[src/rtl/rmii_rx_deframer_pkg.sv]
// Shared Ethernet/RMII constants, deframer state encoding and the sampler stage record.
// The receive deframer and its input sampler both import this package.
package rmii_rx_deframer_pkg;

  localparam int BYTE_LEN         = 8;
  localparam int ETH_PREAMBLE_LEN = 8;
  localparam int ETH_MAC_LEN      = 6;

  localparam logic [1:0] ETH_SFD_DIBIT      = 2'b11;
  localparam logic [1:0] ETH_PREAMBLE_DIBIT = 2'b01;

  typedef enum logic [1:0] {
    ST_DROP,
    ST_IDLE,
    ST_PREAMBLE,
    ST_BODY
  } state_e;

  typedef struct packed {
    logic       valid;
    logic [1:0] dibit;
  } rmii_sample_t;

  // Bits needed to hold values 0..value-1 (minimum 1).
  function automatic int clog2(input int value);
    int result;
    int v;
    result = 0;
    v      = value - 1;
    while (v > 0) begin
      result = result + 1;
      v      = v >> 1;
    end
    return (result < 1) ? 1 : result;
  endfunction

endpackage

[src/rtl/rmii_rx_sampler.sv]
// Two-stage {crs_dv, rxd} capture; exposes the live and staged valids and the stage2 dibit.
// The deframer looks two samples ahead of the dibit it is deciding on.
module rmii_rx_sampler
  import rmii_rx_deframer_pkg::*;
(
  input  logic       clk,
  input  logic       rst_n,
  input  logic       crs_dv,
  input  logic [1:0] rxd,
  output logic       v0,
  output logic       v1,
  output logic       v2,
  output logic [1:0] dibit2
);

  rmii_sample_t stage1_d, stage1_q;
  rmii_sample_t stage2_d, stage2_q;

  always_comb begin
    stage1_d = '{valid: crs_dv, dibit: rxd};
    stage2_d = stage1_q;
  end

  // NOTE: registers use non-blocking assignments so both stages shift on the same edge.
  always_ff @(posedge clk or negedge rst_n) begin
    if (!rst_n) begin
      stage1_q <= '0;
      stage2_q <= '0;
    end else begin
      stage1_q <= stage1_d;
      stage2_q <= stage2_d;
    end
  end

  assign v0     = crs_dv;
  assign v1     = stage1_q.valid;
  assign v2     = stage2_q.valid;
  assign dibit2 = stage2_q.dibit;

endmodule

[src/rtl/rmii_rx_deframer.sv]
// RMII receive deframer: strips preamble/SFD, rides out CRS_DV toggling and emits the frame
// body as a contiguous dibit stream with done/err pulses aligned to the deciding dibit.
module rmii_rx_deframer
  import rmii_rx_deframer_pkg::*;
#(
  parameter int MIN_PREAMBLE_DIBITS = 8,
  parameter int MAX_PREAMBLE_DIBITS = ETH_PREAMBLE_LEN * 4 - 1,
  parameter int MAX_FRAME_DIBITS    = 6088
) (
  input  logic       clk,
  input  logic       rst_n,
  input  logic       crs_dv,
  input  logic [1:0] rxd,
  output logic       outclk,
  output logic [1:0] out,
  output logic       done,
  output logic       err,
  output logic       busy
);

  localparam int PW = clog2(MAX_PREAMBLE_DIBITS + 1);
  localparam int BW = clog2(MAX_FRAME_DIBITS + 1);
  localparam int DW = clog2(BYTE_LEN / 2);

  localparam logic [PW-1:0] PCNT_MIN = PW'(MIN_PREAMBLE_DIBITS);
  localparam logic [PW-1:0] PCNT_MAX = PW'(MAX_PREAMBLE_DIBITS);
  localparam logic [BW-1:0] BCNT_MAX = BW'(MAX_FRAME_DIBITS);

  logic       v0, v1, v2;
  logic [1:0] dibit2;
  logic       eoc;
  logic       body_valid;

  state_e        state_d, state_q;
  logic [PW-1:0] pcnt_d, pcnt_q;
  logic [BW-1:0] bcnt_d, bcnt_q;
  logic          busy_d, busy_q;

  rmii_rx_sampler u_sampler (
    .clk    (clk),
    .rst_n  (rst_n),
    .crs_dv (crs_dv),
    .rxd    (rxd),
    .v0     (v0),
    .v1     (v1),
    .v2     (v2),
    .dibit2 (dibit2)
  );

  // Carrier is over once neither the next staged sample nor the live input is valid.
  assign eoc        = !v1 && !v0;
  assign body_valid = v2 || v1;

  // NOTE: every combinational output gets a default up front so no path infers a latch.
  always_comb begin
    state_d = state_q;
    pcnt_d  = pcnt_q;
    bcnt_d  = bcnt_q;
    outclk  = 1'b0;
    done    = 1'b0;
    err     = 1'b0;

    unique case (state_q)
      ST_DROP: begin
        if (eoc) state_d = ST_IDLE;
      end

      ST_IDLE: begin
        if (v2) begin
          if (dibit2 == ETH_PREAMBLE_DIBIT) begin
            pcnt_d  = PW'(1);
            state_d = ST_PREAMBLE;
          end else if (dibit2 != 2'b00) begin
            err     = 1'b1;
            state_d = ST_DROP;
          end
        end
      end

      ST_PREAMBLE: begin
        if (v2 && dibit2 == ETH_PREAMBLE_DIBIT) begin
          if (pcnt_q == PCNT_MAX) begin
            err     = 1'b1;
            state_d = ST_DROP;
          end else begin
            pcnt_d = pcnt_q + PW'(1);
            if (eoc) state_d = ST_IDLE;
          end
        end else if (v2 && dibit2 == ETH_SFD_DIBIT && pcnt_q >= PCNT_MIN) begin
          bcnt_d  = '0;
          state_d = ST_BODY;
        end else if (v2) begin
          err     = 1'b1;
          state_d = ST_DROP;
        end else if (eoc) begin
          state_d = ST_IDLE;
        end
      end

      ST_BODY: begin
        if (body_valid) begin
          // Oversize wins over last-dibit detection; the missing done lets eth_rx see a gap.
          if (bcnt_q == BCNT_MAX) begin
            err     = 1'b1;
            state_d = ST_DROP;
          end else begin
            outclk = 1'b1;
            bcnt_d = bcnt_q + BW'(1);
            if (eoc) begin
              done    = 1'b1;
              err     = (bcnt_d[DW-1:0] != '0);
              state_d = ST_IDLE;
            end
          end
        end else if (eoc) begin
          state_d = ST_IDLE;
        end
      end

      default: state_d = ST_DROP;
    endcase

    busy_d = (state_d == ST_PREAMBLE) || (state_d == ST_BODY);
  end

  always_ff @(posedge clk or negedge rst_n) begin
    if (!rst_n) begin
      state_q <= ST_DROP;
      pcnt_q  <= '0;
      bcnt_q  <= '0;
      busy_q  <= 1'b0;
    end else begin
      state_q <= state_d;
      pcnt_q  <= pcnt_d;
      bcnt_q  <= bcnt_d;
      busy_q  <= busy_d;
    end
  end

  assign out  = dibit2;
  assign busy = busy_q;

endmodule

[config.mk]
export PLATFORM = sky130hd
export DESIGN_NAME = rmii_rx_deframer
export DESIGN_NICKNAME = d
export VERILOG_FILES = /design/src/rtl/rmii_rx_deframer_pkg.sv /design/src/rtl/rmii_rx_sampler.sv /design/src/rtl/rmii_rx_deframer.sv
export SDC_FILE = /design/constraint.sdc
export NUM_CORES = 1
export LEC_CHECK = 0
export BUFFER_PORTS_ARGS = -buffer_cell sky130_fd_sc_hd__clkbuf_2
export CELL_PAD_IN_SITES_DETAIL_PLACEMENT = 1
export CELL_PAD_IN_SITES_GLOBAL_PLACEMENT = 1
export CORE_ASPECT_RATIO = 0.7
export CORE_UTILIZATION = 49
export DETAILED_ROUTE_END_ITERATION = 10
export MAX_ROUTING_LAYER = met4
export PLACE_DENSITY_LB_ADDON = 0.1
export SETUP_SLACK_MARGIN = 0.3
export SLEW_MARGIN = 20
export SYNTH_ARGS = -nofsm -noshare
export SYNTH_HDL_FRONTEND = slang
export SYNTH_HIERARCHICAL = 1
export SYNTH_SLANG_ARGS = --single-unit
[constraint.sdc]
create_clock -name clk -period 5.4 [get_ports clk]
set_clock_uncertainty 0.2 [all_clocks]
set_input_delay 1.08 -clock clk [delete_from_list [all_inputs] [get_ports clk]]
set_output_delay 1.08 -clock clk [all_outputs]
set_load 0.01 [all_outputs]
# After elaboration in Yosys (flattened, before gate mapping)
# Cells that the tools add are included.
# W data, S select, Z words.
[op_classes] n_mux=39 mul=0 div=0 magnitude_cmp=1 addsub=2 n_reduce_logical=15 shift=0 bitwise_logic=0 eq_ne=17
[ops] operator="$mux W13" count=4
[ops] operator="$pmux W13 S2" count=1
[ops] operator="$mux W2" count=10
[ops] operator="$mux W5" count=4
[ops] operator="$mux W1" count=17
[ops] operator="$ne A2 B2 Y1 const B" count=7
[ops] operator="$add A13 B1 Y13 const B" count=1
[ops] operator="$eq A13 B13 Y1 const B" count=1
[ops] operator="$eq A2 B2 Y1 const B" count=5
[ops] operator="$pmux W5 S2" count=1
[ops] operator="$reduce_and A5 Y1" count=2
[ops] operator="$pmux W2 S4" count=1
[ops] operator="$reduce_bool A2 Y1" count=4
[ops] operator="$add A5 B1 Y5 const B" count=1
[ops] operator="$eq A5 B5 Y1 const B" count=1
[ops] operator="$ge A5 B4 Y1 const B" count=1
[ops] operator="$eq A2 B1 Y1 const B" count=2
[ops] operator="$logic_and A1 B1 Y1" count=4
[ops] operator="$pmux W1 S3" count=1
[ops] operator="$logic_not A1 Y1" count=2
[ops] operator="$logic_not A2 Y1" count=1
[ops] operator="$logic_or A1 B1 Y1" count=2
[ops] operator="$ne A2 B1 Y1 const B" count=1
[word_totals] latch_bits=0 memories=0 word_cells=82 ram_bits=0 in_bits=5 output_inout_bits=6 mem_bits_ro=0 register_bits=27

# Depth between registers and ports, before layout
# Gate-level depths: netlist (run 1).
[depth] ltp_word=9 depth_mapped=7 depth_no_buf=7

# Modules after synthesis
# Netlist (run 1), hierarchy kept.
[modules_own_cells] mod="rmii_rx_deframer" seq_area_each_um2=500.5 n_inst=1 cells_per_inst=132 area_each_um2=1234.9
[modules_own_cells] mod="rmii_rx_sampler" seq_area_each_um2=150.1 n_inst=1 cells_per_inst=7 area_each_um2=157.7

# Least setup slack after synthesis (run 1)
# Ideal clock, no wire load.
[synth_path] kind="input to output" from="input crs_dv" to="output err" stages=5 n_path_buf=1 path_slack_ns=2.386 arrival_ns=1.734 cell_sequence="buf_4 nor3_1 a31oi_1 o21ai_0 a22o_1"
[synth_between] elab_chain_len=6
[synth_rtl] item="start: declaration" line="rmii_rx_deframer.sv:12" text="input logic crs_dv,"
[synth_rtl] item="$logic_not A1 Y1" line="rmii_rx_deframer.sv:51" text="assign eoc = !v1 && !v0;"
[synth_rtl] item="$logic_and A1 B1 Y1" line="rmii_rx_deframer.sv:51"
[synth_rtl] item="$mux W1" line="rmii_rx_deframer.sv:109" text="if (eoc) begin"
[synth_rtl] item="$mux W1" line="rmii_rx_deframer.sv:103" text="if (bcnt_q == BCNT_MAX) begin"
[synth_rtl] item="$mux W1" line="rmii_rx_deframer.sv:101" text="if (body_valid) begin"
[synth_rtl] item="$pmux W1 S3" line="rmii_rx_deframer.sv:63" text="unique case (state_q)"
[synth_rtl] item="end: declaration" line="rmii_rx_deframer.sv:17" text="output logic err,"
# Every way passes these cells.

# Final worst setup path (run 1)
[layout_path] from="register pcnt_q[0]" to="output err"
[layout_between] elab_chain_len=5
[layout_rtl] item="start: declaration" line="rmii_rx_deframer.sv:35" text="logic [PW-1:0] pcnt_d, pcnt_q;"
[layout_rtl] item="start signal: assignment" line="rmii_rx_deframer.sv:134" text="pcnt_q <= pcnt_d;"
[layout_rtl] item="$ge A5 B4 Y1" line="rmii_rx_deframer.sv:89" text="end else if (v2 && dibit2 == ETH_SFD_DIBIT && pcnt_q >= PCNT_MIN) begin"
[layout_rtl] item="$logic_and A1 B1 Y1" line="rmii_rx_deframer.sv:89"
[layout_rtl] item="$mux W1" line="rmii_rx_deframer.sv:89"
[layout_rtl] item="$mux W1 *" line="rmii_rx_deframer.sv:81" text="if (v2 && dibit2 == ETH_PREAMBLE_DIBIT) begin"
[layout_rtl] item="$pmux W1 S3 *" line="rmii_rx_deframer.sv:63"
# Mark *: on every way between the ends. The rest lies on a longest branch, timed or not.

==> results.toml, run 1 <==
[clock_network]
cts_tree = "yes"
cts_buffer_depth = 2
path_clk_slew_ns = 0.10
clock-root-buffer = "clkbuf_8"
ctsHtreeMaxLevel = 1
post_cts_resized = 0
post_cts_buffers = 0
cts_sinks = 26
clkLatencyLatePin_ns = 0.29
holdBufCountCts = 0
numCtsBuffers = 3

[setup_path]
crit_buf_inv = 1
r2r_slack_ns = 3.15
crit_path_cell_trace = "ha_1 -> and3_1 -> ha_1 -> nor2b_1 -> o31ai_1 -> o22ai_1 -> a22o_1 -> clkbuf_2"
worstReg2RegEnd = "bcnt_q[1]$_DFFE_PN0P_"
critPathMaxFanout = 3
r2r-start = "bcnt_q[1]$_DFFE_PN0P_"
cp-start-kind = "flop"
cp-end-kind = "output port"
path_common_cell = "ha_1"
arrival_ns = 2.28
slowest_delay_ns = 0.41
cp_top_family = "compound AO/OA/AOI/OAI gates"
critPathRequiredTime_ns = 4.12
worst-r2r-cell-count = 6
cpMaxStageDelayCell = "dfrtp_1"
cp-startpoint = "pcnt_q[0]$_DFFE_PN0P_"
cp-endpoint = "err"
critPathKind = "reg2out"
crit_cells = 8

[yosys]
synthFlopType = "dfrtp_1"
synth_xor_area_share_pct = 4.40
synthAdderAreaFrac_pct = 5.39
synth_edf_count = 0
synth_compound_area_share_pct = 13.4
avgSynthCellArea_sq_um = 10.0
ys_ff_latch = 26
syn_inst = 139
muxShareOfSynthArea_pct = 4.31
yosysWarnings = 6
syn_nets = 150
syn_area_sq_um = 1390
synth-seq-area-share_pct = 46.7
synth-async-reset-ratio_pct = 100
synthSimpleGateAreaFrac_pct = 21.8
synth_top_family_by_area = "simple AND/OR/NAND/NOR gates"
yosys.cell_types.count = 43

[placed_design]
dp_hpwl_microns = 2310
portBuffers = 10
gp_congestion = 0.782
dp_cells = 178

[power_and_ir_drop]
power.density_nw_per_um2 = 305
switching_share_pct = 27.0
peakVddDrop_uv = 177
power_uw = 467
seqPwrFrac_pct = 50.9
comb_power_share_pct = 13.6
power_switching_uw = 126
pwr-share-clk_pct = 35.5
leakagePower_uw = 0.000768
p_int_uw = 341

[timing]
setup_viol = 0
whs_ns = 0.157
min_period_ns = 3.56
fin_crit_sh_pct = 65.9
timing_max_transition_violations_final = 0
worst_pin_slew_ns = 0.645
slew_headroom_pct = 56.4
fmax_mhz = 281
finalSetupTns_ns = 0
finalHoldViolCount = 0
rsz0062_at_grt = "false"

[detailed_routing]
drtIter0Drc = 81
drc = 0
first_pass_iters = 4
via_per_inst = 5.98
vias = 1088
antenna_left = 0
wire_per_inst_microns = 17.9
routed_wl_microns = 3260

[layout]
final_nets = 160
layout.cells.non_filler = 182
antenna_cells = 0
final_layout_size_suffix_gt1_share_pct = 10.1
syn_to_final_growth_pct = 9.97

[run_status]
status = "complete, no violations"

[global_routing]
grt_pass1_vias = 1099
grt_overflow = 0
antenna_found_initial = 0
grt_pass1_wl_microns = 5380
grt_usage_pct = 25.7
grt_max_degree = 27

[die]
die_h_microns = 46.6
core-area_sq_um = 2570
fp.dieArea_sq_um = 3060
fp.dieW_microns = 65.7
pin_count = 11
rows = 15
start_util_pct = 54.2

[worst_hold_path]
min_path_type = "reg2reg"

[job]
cap_violations = 0
## synthesized netlist by cell type, types with 2 or more instances
cell,instances,area (sq um)
dfrtp_1,26,651
inv_1,8,30.0
o31ai_1,2,15.0
o21a_1,2,15.0
and4b_1,2,20.0
and2_1,3,18.8
nor4bb_1,2,20.0
ha_1,6,75.1
a22o_1,4,35.0
and3_1,2,12.5
o21ai_0,4,20.0
nand4_1,5,31.3
nand2_1,13,48.8
clkbuf_1,2,7.51
o2111ai_1,2,17.5
nor2_1,11,41.3
nand3_1,7,35.0
xnor2_1,2,17.5
xor2_1,5,43.8
mux2i_1,6,60.1
nor2b_1,2,12.5
nor3_1,2,10.0
## worst register-to-register path: stages, from the launching register on
cell and delay, ns:
dfrtp_1 0.44, inv_1 0.12, ha_1 0.14, nor4bb_1 0.47, nand3_1 0.30, a211oi_1 0.38, a41o_1 0.14
## cell type report
class / count / area, sq um
inverters: 8 / 30.0
clock inverters: 1 / 30.0
clock buffers: 3 / 41.3
repair buffers: 10 / 50.0
multi-input cells: 100 / 687
fillers: 285 / 1040
well taps: 34 / 42.5
flip-flops and latches: 26 / 651
## power groups by stage
| stage | logic, uW | registers [uW] | clock network, uW |
|---|---|---|---|
| 4_1_cts | 64.5 | 237 | 168 |
| 3_5_place_dp | 63.2 | 240 | 0 |
| 3_3_place_gp | 59.9 | 239 | 0 |
| 5_1_grt | 72.4 | 241 | 174 |
| 6_report | 63.5 | 237 | 166 |
| 2_1_floorplan | 53.9 | 228 | 0 |
## cells by family (layout without fill, tap and decap cells)
| group | Yosys count | in the layout |
|---|---|---|
| AND/OR/NAND/NOR | 56 | 56 |
| XOR/XNOR | 7 | 7 |
| flip-flops | 26 | 26 |
| adder cells (fa/ha/maj) | 6 | 6 |
| multiplexers | 6 | 6 |
| AO/OA/AOI/OAI | 25 | 25 |
| buffers and inverters | 13 | 22 |
## sequential cells by signal, summed over array words and instances, names as in the netlist
register / count
busy: 1
u_sampler/stage1_q: 2
u_sampler/dibit2: 2
bcnt_q: 13
u_sampler/v1: 1
state_q: 1
u_sampler/v2: 1
pcnt_q: 5
## metrics by stage
step / cell area, sq um / utilization, % / setup WS (ns)
4_1_cts: 1530 / 59.6 / 1.87
3_5_place_dp: 1460 / 56.8 / 2.18
5_1_grt: 1530 / 59.6 / 1.74
3_3_place_gp: 1460 / 56.8 / 2.23
2_1_floorplan: 1390 / - / 2.39
6_report: 1530 / 59.6 / 1.84
## worst min path at each step
stage	from	to	slack [ns]	depth (start not counted)
3_5_place_dp	u_sampler/stage1_q[1]$_DFF_PN0_	u_sampler/dibit2[1]$_DFF_PN0_	0.14	0
3_3_place_gp	u_sampler/stage1_q[1]$_DFF_PN0_	u_sampler/dibit2[1]$_DFF_PN0_	0.13	0
2_1_floorplan	u_sampler/stage1_q[0]$_DFF_PN0_	u_sampler/dibit2[0]$_DFF_PN0_	0.13	0
5_1_grt	u_sampler/stage1_q[1]$_DFF_PN0_	u_sampler/dibit2[1]$_DFF_PN0_	0.18	0
4_1_cts	u_sampler/stage1_q[1]$_DFF_PN0_	u_sampler/dibit2[1]$_DFF_PN0_	0.16	0
6_report	u_sampler/stage1_q[1]$_DFF_PN0_	u_sampler/dibit2[1]$_DFF_PN0_	0.16	0
## cell usage in the layout, fill, tap and decap left out, types with 2 or more instances in the layout
cell type / netlist / routed
dfrtp_1: 26 / 26
nand4_1: 5 / 5
nor3_1: 2 / 2
nor2b_1: 2 / 2
and2_1: 3 / 3
xor2_1: 5 / 5
inv_1: 8 / 8
nor2_1: 11 / 11
nand2_1: 13 / 13
clkbuf_2: 1 / 10
clkbuf_8: 0 / 3
xnor2_1: 2 / 2
o31ai_1: 2 / 2
nand3_1: 7 / 7
nor4bb_1: 2 / 2
and3_1: 2 / 2
o2111ai_1: 2 / 2
ha_1: 6 / 6
o21ai_0: 4 / 4
mux2i_1: 6 / 6
a22o_1: 4 / 4
and4b_1: 2 / 2
o21a_1: 2 / 2
## layer usage
layer	track usage, %	vias to the layer above	part of all wire [%]	routed length, microns
met3	5.20	5	3.0	98
met5	-	-	0	0
met2	42.4	19	47	1530
met1	31.6	542	49	1580
li1	-	522	-	-
met4	9.13	0	1.5	48
Power figures use the tool's default switching activity.
==> run 2: changes to the inputs <==
--- a/config.mk
+++ b/config.mk
@@ -9,7 +9,7 @@
 export CELL_PAD_IN_SITES_DETAIL_PLACEMENT = 1
 export CELL_PAD_IN_SITES_GLOBAL_PLACEMENT = 1
 export CORE_ASPECT_RATIO = 0.7
-export CORE_UTILIZATION = 49
+export CORE_UTILIZATION = 41
 export DETAILED_ROUTE_END_ITERATION = 10
 export MAX_ROUTING_LAYER = met4
 export PLACE_DENSITY_LB_ADDON = 0.1
==> constraint.sdc (replaced) <==
create_clock -name clk -period 3.02 [get_ports clk]
set_clock_uncertainty 0.2 [all_clocks]
set_input_delay 0.604 -clock clk [delete_from_list [all_inputs] [get_ports clk]]
set_output_delay 0.604 -clock clk [all_outputs]
set_load 0.01 [all_outputs]
==> results.toml, run 2 (same netlist as run 1, synthesis figures left out) <==
[timing]
fmax_mhz = 364
timing_max_transition_violations_final = 0
min_period_ns = 2.74
whs_ns = 0.146
finalHoldViolCount = 0
finalSetupTns_ns = 0
fin_crit_sh_pct = 90.9
slew_headroom_pct = 56.6
worst_pin_slew_ns = 0.651
rsz0062_at_grt = "true"
setup_viol = 0

[clock_network]
clkLatencyLatePin_ns = 0.27
cts_tree = "yes"
numCtsBuffers = 3
cts_sinks = 26
holdBufCountCts = 0
path_clk_slew_ns = 0.09
cts_buffer_depth = 2
clock-root-buffer = "clkbuf_8"
ctsHtreeMaxLevel = 1

[global_routing]
grt_overflow = 0
grt_pass1_vias = 1103
grt_max_degree = 27
grt_pass1_wl_microns = 5580
grt_usage_pct = 20.7
antenna_found_initial = 0

[setup_path]
worst-r2r-cell-count = 8
cp-endpoint = "err"
cp-end-kind = "output port"
slowest_delay_ns = 0.40
critPathKind = "reg2out"
r2r-start = "pcnt_q[0]$_DFFE_PN0P_"
worstReg2RegEnd = "state_q[0]$_DFF_PN0_"
crit_path_cell_trace = "ha_2 -> and3_4 -> ha_4 -> nor2b_4 -> o31ai_4 -> o22ai_2 -> a22o_1 -> clkbuf_2"
r2r_slack_ns = 0.76
arrival_ns = 1.94
critPathMaxFanout = 3
critPathRequiredTime_ns = 2.22
cp-start-kind = "flop"
cpMaxStageDelayCell = "dfrtp_1"
cp-startpoint = "pcnt_q[0]$_DFFE_PN0P_"

[detailed_routing]
wire_per_inst_microns = 17.4
antenna_left = 0
via_per_inst = 5.73
first_pass_iters = 4
drc = 0
routed_wl_microns = 3280
drtIter0Drc = 64
vias = 1083

[run_status]
status = "complete, no violations"

[die]
pin_count = 11
core-area_sq_um = 3190
fp.dieW_microns = 71.7
die_h_microns = 50.8
start_util_pct = 43.6
fp.dieArea_sq_um = 3640
rows = 17

[layout]
antenna_cells = 0
reg_top3 = "bcnt_q (13), pcnt_q (5)"
largest_reg_flops = 13
final_cell_mix = "dfrtp_1 (26), nand2_1 (13), nor2_1 (11), clkbuf_2 (10), inv_1 (8)"
mostFrequentLayoutCell = "dfrtp_1"
syn_to_final_growth_pct = 15.6
final_layout_size_suffix_gt1_share_pct = 17.9
max_flop_register = "bcnt_q"
final_nets = 164
fillCellCount = 373

[placed_design]
dp_hpwl_microns = 2110
portBuffers = 10
gp_congestion = 0.902

[job]
cap_violations = 0

[power_and_ir_drop]
leakagePower_uw = 0.000771
power.density_nw_per_um2 = 469
peakVddDrop_uv = 247

[worst_hold_path]
min_path_type = "in2async"
-- run 2: worst min path at each step --
stage | startpoint | end | slack [ns] | cells past startpoint
floorplan | rst_n | bcnt_q[0]$_DFFE_PN0P_ | 0.11 | 0
global placement | u_sampler/stage1_q[1]$_DFF_PN0_ | u_sampler/dibit2[1]$_DFF_PN0_ | 0.13 | 0
detailed placement | u_sampler/stage1_q[1]$_DFF_PN0_ | u_sampler/dibit2[1]$_DFF_PN0_ | 0.14 | 0
CTS | rst_n | bcnt_q[9]$_DFFE_PN0P_ | 0.16 | 1
global route | u_sampler/stage1_q[1]$_DFF_PN0_ | u_sampler/dibit2[1]$_DFF_PN0_ | 0.19 | 0
finish | rst_n | bcnt_q[11]$_DFFE_PN0P_ | 0.15 | 1
-- run 2: through the flow --
stage | std cells | utilization, % | worst slack, ns | power (uW) | cell area [sq um]
finish | 189 | 50.5 | 0.275 | 755 | 1610
global route | 189 | 50.5 | 0.181 | 803 | 1610
CTS | 188 | 49.6 | 0.192 | 750 | 1580
detailed placement | 182 | 45.9 | 0.349 | 543 | 1470
global placement | 182 | 45.9 | 0.420 | 536 | 1470
floorplan | 139 | - | 0.593 | 503 | 1390
-- run 2: repair_timing --
action,4_1_cts,5_1_grt
setup buffers,3,1
pin swaps,4,4
cloned,0,0
resized for setup,10,3
setup endpoints to repair,3,3
-- run 2: worst max-delay path, delay by kind of cell, from the launching register on --
| kind | cells | cell delay, ns |
|---|---|---|
| compound gates | 3 | 0.49 |
| flops | 1 | 0.40 |
| fa+ha+maj | 2 | 0.35 |
| simple gates | 2 | 0.30 |
| buf+inv | 1 | 0.12 |
-- run 2: where the power goes --
| part | switching (uW) | internal, uW |
|---|---|---|
| sequential | 52.4 | 375 |
| clock | 103 | 89.4 |
| combinational | 63.2 | 72.1 |
-- run 2: layout make-up --
class                           count  area (sq um)  area share (%)
Inverter                            8          30.0            1.86
Sequential cell                    26           651            40.4
Tap cell                           38          47.5            2.95
Timing Repair Buffer               14          80.1            4.97
Clock buffer                        3          41.3            2.56
Multi-Input combinational cell    100           761            47.2
-- run 2: metal layers --
layer	part of all wire, %	up-vias	track usage (%)
li1	-	528	-
met1	50	539	28.6
met2	47	14	31.9
met3	2.7	2	4.82
met4	0.21	0	2.94
met5	0	-	-
